==> src/rtl/noc_apb_requester.sv <==
// noc_apb_requester: requester-side network interface between a local APB
// master and the local port of its mesh router. Each APB transfer becomes one
// single-cycle request packet; the APB access phase is held until the matching
// response packet arrives or the wait timeout expires. One transfer in flight.
//
// Ports:
//   i_clk, i_srst        clock, synchronous active-high reset
//   i_psel .. i_pwdata   APB completer-side inputs
//   o_prdata, o_pready,
//   o_pslverr            APB completer-side outputs (o_pready is a 1-cycle pulse)
//   o_apbPacket          request packet to the router NI input ('0 when idle)
//   i_apbPacket          packet from the router NI output
//   o_drop               1-cycle pulse when a valid incoming packet is discarded
module noc_apb_requester #(
  parameter int unsigned ROUTER_ROW = 0,
  parameter int unsigned ROUTER_COL = 0,
  parameter int unsigned GRID_WIDTH = 4,
  parameter int unsigned TIMEOUT    = 64,
  localparam int unsigned APB_PACKET_WIDTH = 76
) (
  input  logic                        i_clk,
  input  logic                        i_srst,
  input  logic                        i_psel,
  input  logic                        i_penable,
  input  logic                        i_pwrite,
  input  logic [31:0]                 i_paddr,
  input  logic [31:0]                 i_pwdata,
  output logic [31:0]                 o_prdata,
  output logic                        o_pready,
  output logic                        o_pslverr,
  output logic [APB_PACKET_WIDTH-1:0] o_apbPacket,
  input  logic [APB_PACKET_WIDTH-1:0] i_apbPacket,
  output logic                        o_drop
);

  localparam int unsigned CNT_W = $clog2(TIMEOUT);
  localparam logic [CNT_W-1:0] CNT_LAST = CNT_W'(TIMEOUT - 1);
  localparam logic [2:0] GRID_LIM = 3'(GRID_WIDTH);
  localparam logic [3:0] OWN_XY = {2'(ROUTER_ROW), 2'(ROUTER_COL)};

  typedef enum logic [1:0] {
    ST_IDLE,
    ST_SEND,
    ST_WAIT,
    ST_DONE
  } state_e;

  state_e                      state_q, state_d;
  logic [APB_PACKET_WIDTH-1:0] pkt_q, pkt_d;
  logic                        pready_q, pready_d;
  logic                        pslverr_q, pslverr_d;
  logic [31:0]                 prdata_q, prdata_d;
  logic                        drop_q, drop_d;
  logic [CNT_W-1:0]            cnt_q, cnt_d;
  logic [3:0]                  dst_q, dst_d;

  // Incoming packet field decode
  logic       in_valid;
  logic       in_resp;
  logic       in_err;
  logic [31:0] in_data;
  logic [3:0] in_src;
  logic [3:0] in_dst;
  logic       in_match;
  logic       accept;
  logic       setup;
  logic       dst_bad;

  assign in_valid = i_apbPacket[75];
  assign in_data  = i_apbPacket[74:43];
  assign in_err   = i_apbPacket[11];
  assign in_resp  = i_apbPacket[9];
  assign in_src   = i_apbPacket[7:4];
  assign in_dst   = i_apbPacket[3:0];

  // Address, pwrite and reserved fields of incoming packets carry no meaning here
  logic unused_in_fields;
  assign unused_in_fields = ^{i_apbPacket[42:12], i_apbPacket[10], i_apbPacket[8]};

  // Only a response from the node we asked, addressed to us, completes the transfer
  assign in_match = in_valid && in_resp && (in_dst == OWN_XY) && (in_src == dst_q);
  assign accept   = (state_q == ST_WAIT) && in_match;

  assign setup    = i_psel && !i_penable;
  assign dst_bad  = ({1'b0, i_paddr[31:30]} >= GRID_LIM) ||
                    ({1'b0, i_paddr[29:28]} >= GRID_LIM) ||
                    (i_paddr[31:28] == OWN_XY);

  // Next-state and output logic
  always_comb begin
    state_d   = state_q;
    pkt_d     = '0;
    pready_d  = 1'b0;
    pslverr_d = pslverr_q;
    prdata_d  = prdata_q;
    drop_d    = in_valid && !accept;
    cnt_d     = cnt_q;
    dst_d     = dst_q;

    unique case (state_q)
      ST_IDLE: begin
        if (setup) begin
          if (dst_bad) begin
            pready_d  = 1'b1;
            pslverr_d = 1'b1;
            prdata_d  = '0;
            state_d   = ST_DONE;
          end else begin
            dst_d   = i_paddr[31:28];
            pkt_d   = {1'b1, (i_pwrite ? i_pwdata : 32'h0), i_paddr[27:0], 3'b000,
                       1'b0, i_pwrite, 1'b0, 1'b0, OWN_XY, i_paddr[31:28]};
            state_d = ST_SEND;
          end
        end
      end
      ST_SEND: begin
        cnt_d   = '0;
        state_d = ST_WAIT;
      end
      ST_WAIT: begin
        if (accept) begin
          prdata_d  = in_data;
          pslverr_d = in_err;
          pready_d  = 1'b1;
          state_d   = ST_DONE;
        end else if (cnt_q == CNT_LAST) begin
          prdata_d  = '0;
          pslverr_d = 1'b1;
          pready_d  = 1'b1;
          state_d   = ST_DONE;
        end else if (cnt_q != '1) begin
          cnt_d = cnt_q + CNT_W'(1);
        end
      end
      ST_DONE: begin
        state_d = ST_IDLE;
      end
      default: state_d = ST_IDLE;
    endcase
  end

  // State and output registers
  always_ff @(posedge i_clk) begin
    if (i_srst) begin
      state_q   <= ST_IDLE;
      pkt_q     <= '0;
      pready_q  <= 1'b0;
      pslverr_q <= 1'b0;
      prdata_q  <= '0;
      drop_q    <= 1'b0;
      cnt_q     <= '0;
      dst_q     <= '0;
    end else begin
      state_q   <= state_d;
      pkt_q     <= pkt_d;
      pready_q  <= pready_d;
      pslverr_q <= pslverr_d;
      prdata_q  <= prdata_d;
      drop_q    <= drop_d;
      cnt_q     <= cnt_d;
      dst_q     <= dst_d;
    end
  end

  assign o_apbPacket = pkt_q;
  assign o_pready    = pready_q;
  assign o_pslverr   = pslverr_q;
  assign o_prdata    = prdata_q;
  assign o_drop      = drop_q;

endmodule

==> config.mk <==
export PLATFORM = sky130hd
export DESIGN_NAME = noc_apb_requester
export DESIGN_NICKNAME = d
export VERILOG_FILES = /design/src/rtl/noc_apb_requester.sv
export SDC_FILE = /design/constraint.sdc
export NUM_CORES = 1
export LEC_CHECK = 0
export BUFFER_PORTS_ARGS = -buffer_cell sky130_fd_sc_hd__buf_2
export CORE_MARGIN = 3
export CORE_UTILIZATION = 41
export DETAILED_ROUTE_END_ITERATION = 10
export GPL_TIMING_DRIVEN = 0
export PLACE_DENSITY = 0.8
export SETUP_SLACK_MARGIN = 0.4
export SLEW_MARGIN = 20
export SYNTH_ARGS = -nofsm -noshare
export SYNTH_HDL_FRONTEND = slang
export SYNTH_SLANG_ARGS = --single-unit
==> constraint.sdc <==
create_clock -name i_clk -period 2.7 [get_ports i_clk]
set_clock_uncertainty 0.05 [all_clocks]
set_input_delay 0.54 -clock i_clk [delete_from_list [all_inputs] [get_ports i_clk]]
set_output_delay 0.54 -clock i_clk [all_outputs]
set_load 0.02 [all_outputs]
# == Word-level counts from Yosys, hierarchy flattened ==
# Index checks and enable logic that the tools add are counted.
# word_totals
out_inout_bits,111
word_cells,73
input_bits,145
ff_bits,123
# classes
n_eq_ne,12
mux,26
reduce_logical,20
addsub,1
bitwise_logic,4
# op_table
op,count
$mux 32,5
$mux 76,1
$pmux 32 s2,1
$mux 6,3
$pmux 6 s2,1
$logic_not 4->1,2
$mux 1,8
$mux 2,4
$ne 2x2->1 const B,4
$pmux 2 s4,1
$reduce_and 4->1,2
$add 6x1->6 const B,1
$eq 6x6->1 const B,1
$logic_and 1x1->1,6
$ne 6x6->1 const B,1
$reduce_or 5->1,1
$eq 2x2->1 const B,2
$eq 4x4->1,1
$not 1->1,4
$pmux 1 s2,2
$reduce_bool 2->1,2
$reduce_or 4->1,1
$ne 3x2->1 const B,1
$reduce_and 3->1,1
6 further kinds,7

# == Logic depth before layout (Yosys ltp) ==
# Gate-level depths: netlist of the first run.
# depth
ltp_word,6
ltp_mapped,9

# == Worst setup path before layout of the first run ==
# Ideal clock, no wire load.
# synth_path
kind,input-to-reg
from,input port i_paddr[31]
to,"register prdata_q[0], in the netlist o_prdata[0]"
cell_stages,6
t_arrival_ns,2.035
t_required_ns,2.533
path_slack_ns,0.498
setup_ns,0.117
cell_sequence,or4_4 or3_4 o21ai_2 o32ai_2 buf_6 a22o_1
# synth_via
elab_chain_cells,3
# synth_rtl
element,line_no,rtl
start: declaration,26,"input logic [31:0] i_paddr,"
$logic_not 4->1,87,(i_paddr[31:28] == OWN_XY);
$ne 2x2->1 (no source line),n/a,
$reduce_and 4->1 (no source line),n/a,
end signal: assignment,158,prdata_q <= prdata_d;
end: declaration,52,"logic [31:0] prdata_q, prdata_d;"
# Every way passes these cells.
# A chain may end at the register's enable or synchronous reset.

# == Final worst setup path of the first run ==
# layout_path
from,register cnt_q[0]
to,register state_q[1]
# layout_via
elab_chain_cells,3
# layout_rtl
element,line_no,rtl
start: declaration,54,"logic [CNT_W-1:0] cnt_q, cnt_d;"
start signal: assignment,160,cnt_q <= cnt_d;
$eq 6x6->1,126,end else if (cnt_q == CNT_LAST) begin
$ne 3x2->1 (no source line),n/a,
$reduce_and 2->1 (no source line),n/a,
end signal: assignment,154,state_q <= state_d;
end: declaration,48,"state_e state_q, state_d;"
# Every way passes these cells.

==> results by group, run 1 <==
Outcome
  • Outcome: finished, final reports clean

Logic synthesis
  • Main flop type after synthesis: dfxtp_1
  • Post-synthesis sequential area ratio: 61.4%
  • Async SR Flop Fraction: 0%
  • Synthesized flop and latch total: roughly 110
  • Post-synth EDFFs: 0
  • Synth cell types: 45
  • Syn Std Cell Area: 3690 um2
  • Synth warn: 0
  • Synth Area per Inst: 11.4 um2
  • Syn Inst Count: 324

Route
  • Total Wirelength: between 10 and 15 mm
  • Wirelength per Cell: 15.2 um
  • Routed Antenna Nets: 0
  • Initial DRC count: 102
  • DRC: 0
  • Via Count: 3309
  • Drt first pass iters: 4
  • Vias per inst: 4.84

Floorplan
  • Total Die Area: 10200 um2
  • Die H: about 100 um
  • Std-Cell Rows: 33
  • Width of the die: 101 um
  • Core Area: 8460 um2
  • Initial Util: between 40% and 50%
  • Ports: 256

Pwr
  • Pwr/cell area: around 860 nW/um2
  • Peak supply drop: roughly 470 uV
  • Leakage: 2.98 nW

Worst setup path
  • Startpoint class of the critical path: flop
  • Setup crit end kind: flop
  • Crit path DAT: approximately 2.6 ns
  • Cell Chain, Critical Path: ha_1 > and3_1 > and3_1 > clkbuf_1 > o21bai_1 > a2bb2oi_1 > o22a_1
  • Required time of the critical path: 3.09 ns
  • Kind of critical path: flop to flop
  • CP peak stage delay: 0.41 ns
  • Cell mode on critical path: and3_1
  • Register-to-Register Path Depth: 7
  • Reg-to-Reg End: state_q[1]$_SDFFE_PP0P_
  • R2r startpoint: cnt_q[0]$_SDFFE_PP0P_
  • Highest fanout seen on the critical path: 8
  • Crit path max-delay family: compound AO/OA/AOI/OAI gates
  • R2r setup slk: 0.53 ns
  • CP max-delay cell: dfxtp_1
  • Buf+Inv Stages, Crit Path: 1

Placement
  • GP Congestion: 0.790
  • Port Buf Inserts: 212
  • HPWL Detailed: 7.95 mm

GRT
  • Tot GR Track Use: 19.6%
  • Pin count of the biggest net entering global routing: 17
  • GRT Residual Overflow: 0
  • Initial antenna violation count: 0
  • Vias in the first global route: 3260
  • First-pass GRT wire length: 15.4 mm

STA
  • Max-slew violations: 0
  • Post-layout min period: 2.17 ns
  • Hold Vio Cnt, Final: 0
  • Unrepaired setup endpoints after global routing: true
  • Setup-failing EPs final: 0
  • Tcrit/Tclk final: 80.5%
  • Setup_tns: 0 ns
  • Max Clock Freq: 0.460 GHz

Cells and area
  • Commonest non-fill, non-tap cell in the layout: buf_2
  • P&R area growth vs syn: 52.3%
  • Layout Utilization: ~66%
  • Nets: 716
  • Layout fillers: 650
  • Most frequent cells in the layout: buf_2 (216), dfxtp_1 (113), and3_1 (36), and2_1 (33), a22o_1 (32)
  • Share of layout cells above drive strength 1: between 40% and 50%
  • ANT cells: 0

CTS
  • H-tree lvl count: 4
  • CTS Buf Count: 17
  • Deepest clock path buffer count: 2
  • Hold Buf Count CTS: 0
  • CTS root buffer: clkbuf_8
  • CTS tree: built
  • Worst-path clk slew: 0.06 ns
  • TritonCTS Sinks: 113
  • Skew-Pair Late Insertion Delay: 0.50 ns

Worst hold path
  • Hold Crit Start: i_paddr[0]
  • Worst Hold Depth: 2
  • Hold endpoint: o_apbPacket[15]$_SDFF_PP0_
  • Hold WC Path Type: input port to flop

Run
  • Max Cap Viol: 0
-- power by group --
group          total [mW]  switching, mW  internal, mW
registers            1.79         0.0401          1.75
logic               0.618          0.358         0.260
clock network        2.44          0.767          1.68
-- cells in the mapped netlist, types with 3 or more instances --
master / n / area share [%]
a21oi_1: 4 / 0.54
a22o_1: 32 / 7.6
and2_1: 33 / 5.6
and3_1: 36 / 6.1
buf_2: 4 / 0.54
buf_4: 10 / 2.0
buf_6: 3 / 0.92
clkbuf_1: 14 / 1.4
dfxtp_1: 113 / 61
ha_1: 4 / 1.4
mux2i_1: 4 / 1.1
nand2_1: 7 / 0.71
nand2b_1: 3 / 0.51
nand3_1: 4 / 0.54
nor2_1: 10 / 1.0
nor4_1: 4 / 0.68
xnor2_1: 4 / 0.95
-- worst reg2reg max path, cell delays in order, from the launching register on --
cell	delay, ns
dfxtp_1	0.41
ha_1	0.22
and3_1	0.21
and3_1	0.16
clkbuf_1	0.33
o21bai_1	0.32
a2bb2oi_1	0.26
o22a_1	0.17
-- cells by family (layout without fill, tap and decap cells) --
| group | Yosys count | count (layout) | share of synthesized area (%) |
|---|---|---|---|
| flops | 113 | 113 | 61.4 |
| buf+inv | 35 | 281 | 5.33 |
| compound gates | 54 | 54 | 12.0 |
| xor+xnor | 4 | 4 | 0.950 |
| fa+ha+maj | 4 | 4 | 1.36 |
| simple gates | 109 | 109 | 17.8 |
| other cells | 1 | 10 | 0.102 |
| mux | 4 | 4 | 1.09 |
-- worst max-delay path by stage --
stage                            startpoint                    endpoint  slack (ns)  cells past startpoint
floorplan                       i_paddr[31]    o_prdata[0]$_SDFFE_PP0P_        0.50                      6
global placement                  i_penable  o_apbPacket[56]$_SDFF_PP0_        0.17                      7
detailed placement                i_penable  o_apbPacket[56]$_SDFF_PP0_        0.14                      7
CTS                 state_q[0]$_SDFFE_PP0P_  o_apbPacket[32]$_SDFF_PP0_        0.42                      8
global route          cnt_q[0]$_SDFFE_PP0P_     state_q[1]$_SDFFE_PP0P_        0.36                      7
finish                cnt_q[0]$_SDFFE_PP0P_     state_q[1]$_SDFFE_PP0P_        0.53                      7
-- what timing repair did --
item	in CTS	in global routing
pin swaps	0	1
setup buffers	0	3
endpoints found under the setup margin	70	70
gates resized for setup	4	6
-- cell type report --
cell class                 instances  area (um2)  share of cell area, %
inverter                           4        15.0                  0.267
buffer                            31         188                   3.34
multi-input combinational        185        1280                   22.8
tap                              105         131                   2.34
timing repair buffer             215        1080                   19.3
sequential                       113        2260                   40.3
clock inverter                    14         238                   4.23
clock buffer                      17         414                   7.38
-- layer usage --
metal / wire (um) / track usage (%) / vias up
met2: 5150 / 33.1 / 176
li1: - / - / 1606
met4: 207 / 8.60 / 0
met1: 3940 / 21.7 / 1507
met5: 0 / 0 / -
met3: 1120 / 7.68 / 20
-- registers in the layout, indices dropped and copies added (netlist names) --
name         count
o_pready         1
dst_q            4
cnt_q            6
o_pslverr        1
o_apbPacket     66
o_prdata        32
state_q          2
o_drop           1
-- through the flow --
stage               hold WS (ns)  worst slack, ns  total power [mW]  cells  area (um2)
detailed placement         0.410            0.143              2.40    650        4910
global route               0.164            0.364              5.04    684        5610
finish                     0.187            0.526              4.85    684        5610
CTS                        0.159            0.424              4.87    681        5580
global placement           0.405            0.170              2.38    650        4910
floorplan                  0.413            0.498              2.19    333        3720
No activity file was read; power rests on OpenSTA's default activity.
==> run 2, diff against run 1 <==
clock period = 2.1 ns   (was 2.7 ns; I/O delays follow)
==> results by group, run 2 (synthesized netlist as in run 1, its figures left out) <==
Placement
  • HPWL Detailed: 7.75 mm (was 7.95 mm)
  • Dpl ws: -0.375 ns (was 0.143 ns)
  • GP Congestion: 0.830 (was 0.790)
  • Area post-placement: 4980 um2 (was 4910 um2)
  • Port Buf Inserts: 212 (unchanged)

Floorplan
  • Width of the die: 101 um (unchanged)
  • Initial Util: 43.6% (unchanged)
  • Core Area: 8460 um2 (unchanged)
  • Total Die Area: 10200 um2 (unchanged)
  • Ports: 256 (unchanged)
  • Die H: 101 um (unchanged)
  • Std-Cell Rows: 33 (unchanged)

GRT
  • Initial antenna violation count: 0 (unchanged)
  • GRT Residual Overflow: 0 (unchanged)
  • First-pass GRT wire length: 16.4 mm (was 15.4 mm)
  • Tot GR Track Use: 20.8% (was 19.6%)
  • Vias in the first global route: 3398 (was 3260)
  • Pin count of the biggest net entering global routing: 17 (unchanged)

Route
  • Via Count: 3388 (was 3309)
  • Drt first pass iters: 4 (unchanged)
  • DRC: 0 (unchanged)
  • Vias per inst: 4.85 (was 4.84)
  • Initial DRC count: 66 (was 102)
  • Total Wirelength: 11.0 mm (was 10.4 mm)
  • Routed Antenna Nets: 0 (unchanged)
  • Wirelength per Cell: 15.8 um (was 15.2 um)

Worst hold path
  • Hold WC Path Type: input port to flop (unchanged)

STA
  • Worst setup margin: 0.240 ns (was 0.526 ns)
  • Worst slew margin: 66.5%
  • Unrepaired setup endpoints after global routing: true (unchanged)
  • Max Clock Freq: approximately 0.54 GHz
  • Hold Slack: 0.0651 ns (was 0.187 ns)
  • Slew @ Worst Pin: ~0.5 ns
  • Hold Vio Cnt, Final: 0 (unchanged)
  • Post-layout min period: around 1.9 ns
  • Setup-failing EPs final: 0 (unchanged)
  • Tcrit/Tclk final: 88.6%
  • Max-slew violations: 0 (unchanged)

Worst setup path
  • Highest fanout seen on the critical path: 6 (was 8)
  • Startpoint class of the critical path: input port (was flop)
  • Kind of critical path: input port to flop (was flop to flop)
  • Setup crit end kind: flop (unchanged)
  • Required time of the critical path: 2.43 ns (was 3.09 ns)
  • Crit path DAT: 2.19 ns (was 2.57 ns)

Cells and area
  • Multi-input logic area: 1410 um2 (was 1280 um2)
  • Share of layout cells above drive strength 1: 53.4% (was 47.7%)
  • Nets: 730 (was 716)
  • P&R area growth vs syn: 59.6% (was 52.3%)
  • Commonest non-fill, non-tap cell in the layout: buf_2 (unchanged)
  • Post-route cell area: 5890 um2 (was 5610 um2)
  • Layout fillers: 656 (was 650)
  • Reg area: 2270 um2 (was 2260 um2)
  • Most frequent cells in the layout: buf_2 (214), dfxtp_1 (109), and3_1 (34), and2_1 (33), a22o_1 (32) (was buf_2 (216), dfxtp_1 (113), and3_1 (36), and2_1 (33), a22o_1 (32))
  • ANT cells: 0 (unchanged)
  • Largest register FFs: 66 (unchanged)

CTS
  • CTS Buf Count: 17 (unchanged)
  • Worst-path clk slew: 0.06 ns (about the same)
  • CTS root buffer: clkbuf_8 (unchanged)
  • Deepest clock path buffer count: 2 (unchanged)
  • CTS tree: built (unchanged)
  • Skew-Pair Late Insertion Delay: 0.50 ns (about the same)
  • TritonCTS Sinks: 113 (unchanged)
  • H-tree lvl count: 4 (unchanged)
  • Hold Buf Count CTS: 0 (unchanged)

Pwr
  • Peak supply drop: 643 uV (was 472 uV)
  • Pwr/cell area: 1070 nW/um2 (was 864 nW/um2)
  • Leakage: 3.09 nW (was 2.98 nW)

Run
  • Max Cap Viol: 0 (unchanged)

Outcome
  • Outcome: finished, final reports clean (unchanged)
[run 2: critical path, stage by stage]
cell and delay [ns]:
buf_2 0.12, or4_4 0.54, or3_4 0.42, o21ai_4 0.08, o32ai_4 0.11, buf_12 0.15
buf_6 0.13, a22o_1 0.21
[run 2: final cells by class]
type	count	area share (%)
Timing Repair Buffer	229	20.6
Clock buffer	19	7.50
Tap cell	105	2.23
Buffer	31	3.95
Multi-Input combinational cell	185	23.9
Sequential cell	113	38.6
Inverter	4	0.340
Clock inverter	13	2.93
[run 2: timing repair]
action                     in CTS  in global routing
pin swaps                       8                 11
gates resized for setup        33                 20
buffers inserted               11                  4
gates cloned                    2                  0
setup endpoints to repair     111                100
[run 2: worst paths after layout]
path                       startpoint                          to  slack [ns]  cells after the start
max                       i_paddr[31]    o_prdata[9]$_SDFFE_PP0P_        0.24                      8
min                       i_paddr[19]  o_apbPacket[34]$_SDFF_PP0_        0.07                      2
max reg2reg   state_q[0]$_SDFFE_PP0P_    o_prdata[9]$_SDFFE_PP0P_        0.27                      9
min reg2reg  o_prdata[4]$_SDFFE_PP0P_    o_prdata[4]$_SDFFE_PP0P_        0.42                      1
[run 2: where the power goes]
| part | switching (mW) | internal, mW | total, mW |
|---|---|---|---|
| clock network | 1.05 | 1.89 | 2.94 |
| registers | 0.0515 | 2.25 | 2.30 |
| logic | 0.556 | 0.473 | 1.03 |
[run 2: layer usage]
| metal | routed length (um) | vias to the layer above | share of wire [%] | GRT usage (%) |
|---|---|---|---|---|
| met3 | 863 | 13 | 7.8 | 7.54 |
| li1 | - | 1644 | - | - |
| met2 | 5810 | 147 | 53 | 37.2 |
| met1 | 4200 | 1584 | 38 | 22.8 |
| met5 | 0 | - | 0 | 0 |
| met4 | 174 | 0 | 1.6 | 7.05 |
[run 2: stage by stage]
step / instances / power [mW] / setup TNS (ns) / utilization [%]
after CTS: 695 / 6.25 / 0 / 68.4
after detailed placement: 650 / 3.12 / -22.31 / 58.8
after global routing: 699 / 6.53 / 0 / 69.5
final: 699 / 6.27 / 0 / 69.5
after floorplan: 333 / 2.84 / 0 / -
after global placement: 650 / 3.08 / -18.21 / 58.8
==> run 3, diff against run 2 <==
REMOVE_ABC_BUFFERS = 1   (was default)
==> results by group, run 3 (synthesized netlist as in run 1, its figures left out) <==
Worst setup path
  • Cell Chain, Critical Path: buf_6 > or4_4 > or3_4 > o21ai_4 > o32ai_4 > buf_6 > buf_16 > a22o_1 (was buf_2 > or4_4 > or3_4 > o21ai_4 > o32ai_4 > buf_12 > buf_6 > a22o_1)
  • Register-to-Register Path Depth: 9 (unchanged)
  • R2r setup slk: 0.23 ns (was 0.27 ns)
  • Crit path DAT: 2.22 ns (was 2.19 ns)
  • CP max-delay cell: or4_4 (unchanged)
  • Reg-to-Reg End: o_prdata[7]$_SDFFE_PP0P_ (was o_prdata[9]$_SDFFE_PP0P_)
  • R2r startpoint: state_q[1]$_SDFFE_PP0P_ (was state_q[0]$_SDFFE_PP0P_)
  • Cell mode on critical path: buf_6
  • Setup crit end kind: flop (unchanged)
  • CP peak stage delay: 0.53 ns (was 0.54 ns)
  • Highest fanout seen on the critical path: 6 (unchanged)
  • Required time of the critical path: 2.43 ns (about the same)
  • Startpoint class of the critical path: input port (unchanged)
  • Kind of critical path: input port to flop (unchanged)

STA
  • Tcrit/Tclk final: 90.2% (was 88.6%)
  • Unrepaired setup endpoints after global routing: true (unchanged)
  • Post-layout min period: 1.90 ns (was 1.86 ns)
  • Hold Vio Cnt, Final: 0 (unchanged)
  • Worst setup margin: 0.205 ns (was 0.240 ns)
  • Hold Slack: 0.0716 ns (was 0.0651 ns)
  • Max-slew violations: 0 (unchanged)
  • Setup-failing EPs final: 0 (unchanged)
  • Max Clock Freq: 0.528 GHz (was 0.538 GHz)

Cells and area
  • Share of layout cells above drive strength 1: 54.3% (was 53.4%)
  • Nets: 729 (was 730)
  • P&R area growth vs syn: 65.6% (was 59.6%)
  • Largest register FFs: 66 (unchanged)
  • Most frequent cells in the layout: buf_2 (210), dfxtp_1 (109), a22o_1 (32), and2_1 (32), and3_1 (29) (was buf_2 (214), dfxtp_1 (109), and3_1 (34), and2_1 (33), a22o_1 (32))
  • ANT cells: 0 (unchanged)
  • Post-route cell area: 6100 um2 (was 5890 um2)
  • Commonest non-fill, non-tap cell in the layout: buf_2 (unchanged)

Pwr
  • Peak supply drop: 703 uV (was 643 uV)
  • Pwr/cell area: 1070 nW/um2 (about the same)
  • Clock power share: 45.6% (was 46.9%)
  • Comb power frac: 19.3% (was 16.4%)
  • Cell-internal power: 4.90 mW (was 4.62 mW)
  • Power Total: 6.55 mW (was 6.27 mW)
  • Net Sw Power: 1.65 mW (about the same)
  • Switching Fraction: 25.2% (was 26.4%)
  • Reg power frac: 35.1% (was 36.7%)
  • Leakage: 3.14 nW (was 3.09 nW)

CTS
  • Skew-Pair Late Insertion Delay: 0.49 ns (was 0.50 ns)
  • Hold Buf Count CTS: 0 (unchanged)
  • Deepest clock path buffer count: 2 (unchanged)
  • CTS root buffer: clkbuf_8 (unchanged)
  • CTS Buf Count: 17 (unchanged)
  • TritonCTS Sinks: 113 (unchanged)
  • Worst-path clk slew: 0.06 ns (about the same)
  • H-tree lvl count: 4 (unchanged)
  • CTS tree: built (unchanged)

Worst hold path
  • Worst Hold Depth: 2 (unchanged)
  • Hold endpoint: o_apbPacket[40]$_SDFF_PP0_ (was o_apbPacket[34]$_SDFF_PP0_)
  • Hold Crit Start: i_paddr[25] (was i_paddr[19])
  • Hold WC Path Type: input port to flop (unchanged)

Outcome
  • Outcome: finished, final reports clean (unchanged)

Floorplan
  • Core Area: 8460 um2 (unchanged)
  • Std-Cell Rows: 33 (unchanged)
  • Die H: 101 um (unchanged)
  • Width of the die: 101 um (unchanged)
  • Initial Util: 43.6% (unchanged)
  • Total Die Area: 10200 um2 (unchanged)
  • Ports: 256 (unchanged)

Placement
  • Dpl ws: -0.936 ns (was -0.375 ns)
  • HPWL Detailed: 7.24 mm (was 7.75 mm)
  • Port Buf Inserts: 212 (unchanged)
  • GP Congestion: 0.874 (was 0.830)
  • Area post-placement: 4790 um2 (was 4980 um2)

Route
  • DRC: 0 (unchanged)
  • Via Count: 3460 (was 3388)
  • Drt first pass iters: 4 (unchanged)
  • Routed Antenna Nets: 0 (unchanged)
  • Vias per inst: 4.96 (was 4.85)
  • Initial DRC count: 70 (was 66)
  • Wirelength per Cell: 17.0 um (was 15.8 um)
  • Total Wirelength: 11.9 mm (was 11.0 mm)

GRT
  • Vias in the first global route: 3496 (was 3398)
  • Pin count of the biggest net entering global routing: 41 (was 17)
  • Initial antenna violation count: 0 (unchanged)
  • First-pass GRT wire length: 16.7 mm (was 16.4 mm)
  • Tot GR Track Use: 21.2% (was 20.8%)
  • GRT Residual Overflow: 0 (unchanged)

Run
  • Max Cap Viol: 0 (unchanged)
==> run 3: cell types whose count changed in the layout (fill, tap and decap cells not counted), moves of 4 or more <==
cell and delta:
buf_4 -6, buf_2 -4, clkbuf_16 +4, and3_4 +7, clkbuf_2 -5, buf_8 +4
and3_1 -5
==> run 3: worst max-delay path by stage <==
stage,to,depth (start not counted),start
floorplan,o_apbPacket[43]$_SDFF_PP0_,6,state_q[0]$_SDFFE_PP0P_
global placement,o_apbPacket[54]$_SDFF_PP0_,6,state_q[0]$_SDFFE_PP0P_
detailed placement,o_prdata[23]$_SDFFE_PP0P_,6,i_apbPacket[1]
CTS,o_prdata[12]$_SDFFE_PP0P_,9,state_q[1]$_SDFFE_PP0P_
global route,o_prdata[29]$_SDFFE_PP0P_,9,state_q[1]$_SDFFE_PP0P_
finish,o_prdata[7]$_SDFFE_PP0P_,8,i_paddr[28]
==> run 3: metrics by stage <==
stage	std cells	util, %	setup TNS (ns)
2_1_floorplan	302	-	-67.32
3_3_place_gp	619	55.9	-152.70
3_5_place_dp	621	56.6	-38.21
4_1_cts	680	68.5	0
5_1_grt	698	72.1	0
6_report	698	72.1	0
==> run 3: final cells by class <==
class,instances,area (um2)
Fill cell,586,2360
Sequential cell,113,2270
Timing Repair Buffer,255,1620
Multi-Input combinational cell,189,1450
Clock buffer,20,445
Clock inverter,12,180
Tap cell,105,131
Inverter,4,17.5
==> run 3: power by group through the flow <==
stage	clock network (mW)	logic [mW]	registers [mW]
finish	2.99	1.26	2.30
global route	3.14	1.35	2.31
CTS	3.03	1.07	2.30
detailed placement	0	0.712	2.34
global placement	0	0.659	2.33
floorplan	0	0.343	2.41
==> run 3: repair_timing <==
action | in CTS | in global routing
gates cloned | 6 | 9
resized for setup | 37 | 27
endpoints found under the hold margin | 0 | 0
pin swaps | 30 | 14
buffers inserted | 21 | 9
setup endpoints to repair | 109 | 106
==> run 3: critical path: cells and delay by family <==
| kind | cells | cell delay (ns) |
|---|---|---|
| and+or+nand+nor | 2 | 0.95 |
| buffers and inverters | 3 | 0.40 |
| AOI/OAI and AO/OA | 3 | 0.44 |
==> run 3: metal layers <==
layer  part of all wire, %  routed length [um]  global-route usage (%)
met3                   8.7                1030                    9.13
met2                    54                6420                    37.8
met1                    36                4280                    22.0
met5                     0                   0                       0
met4                   1.2                 148                    7.88
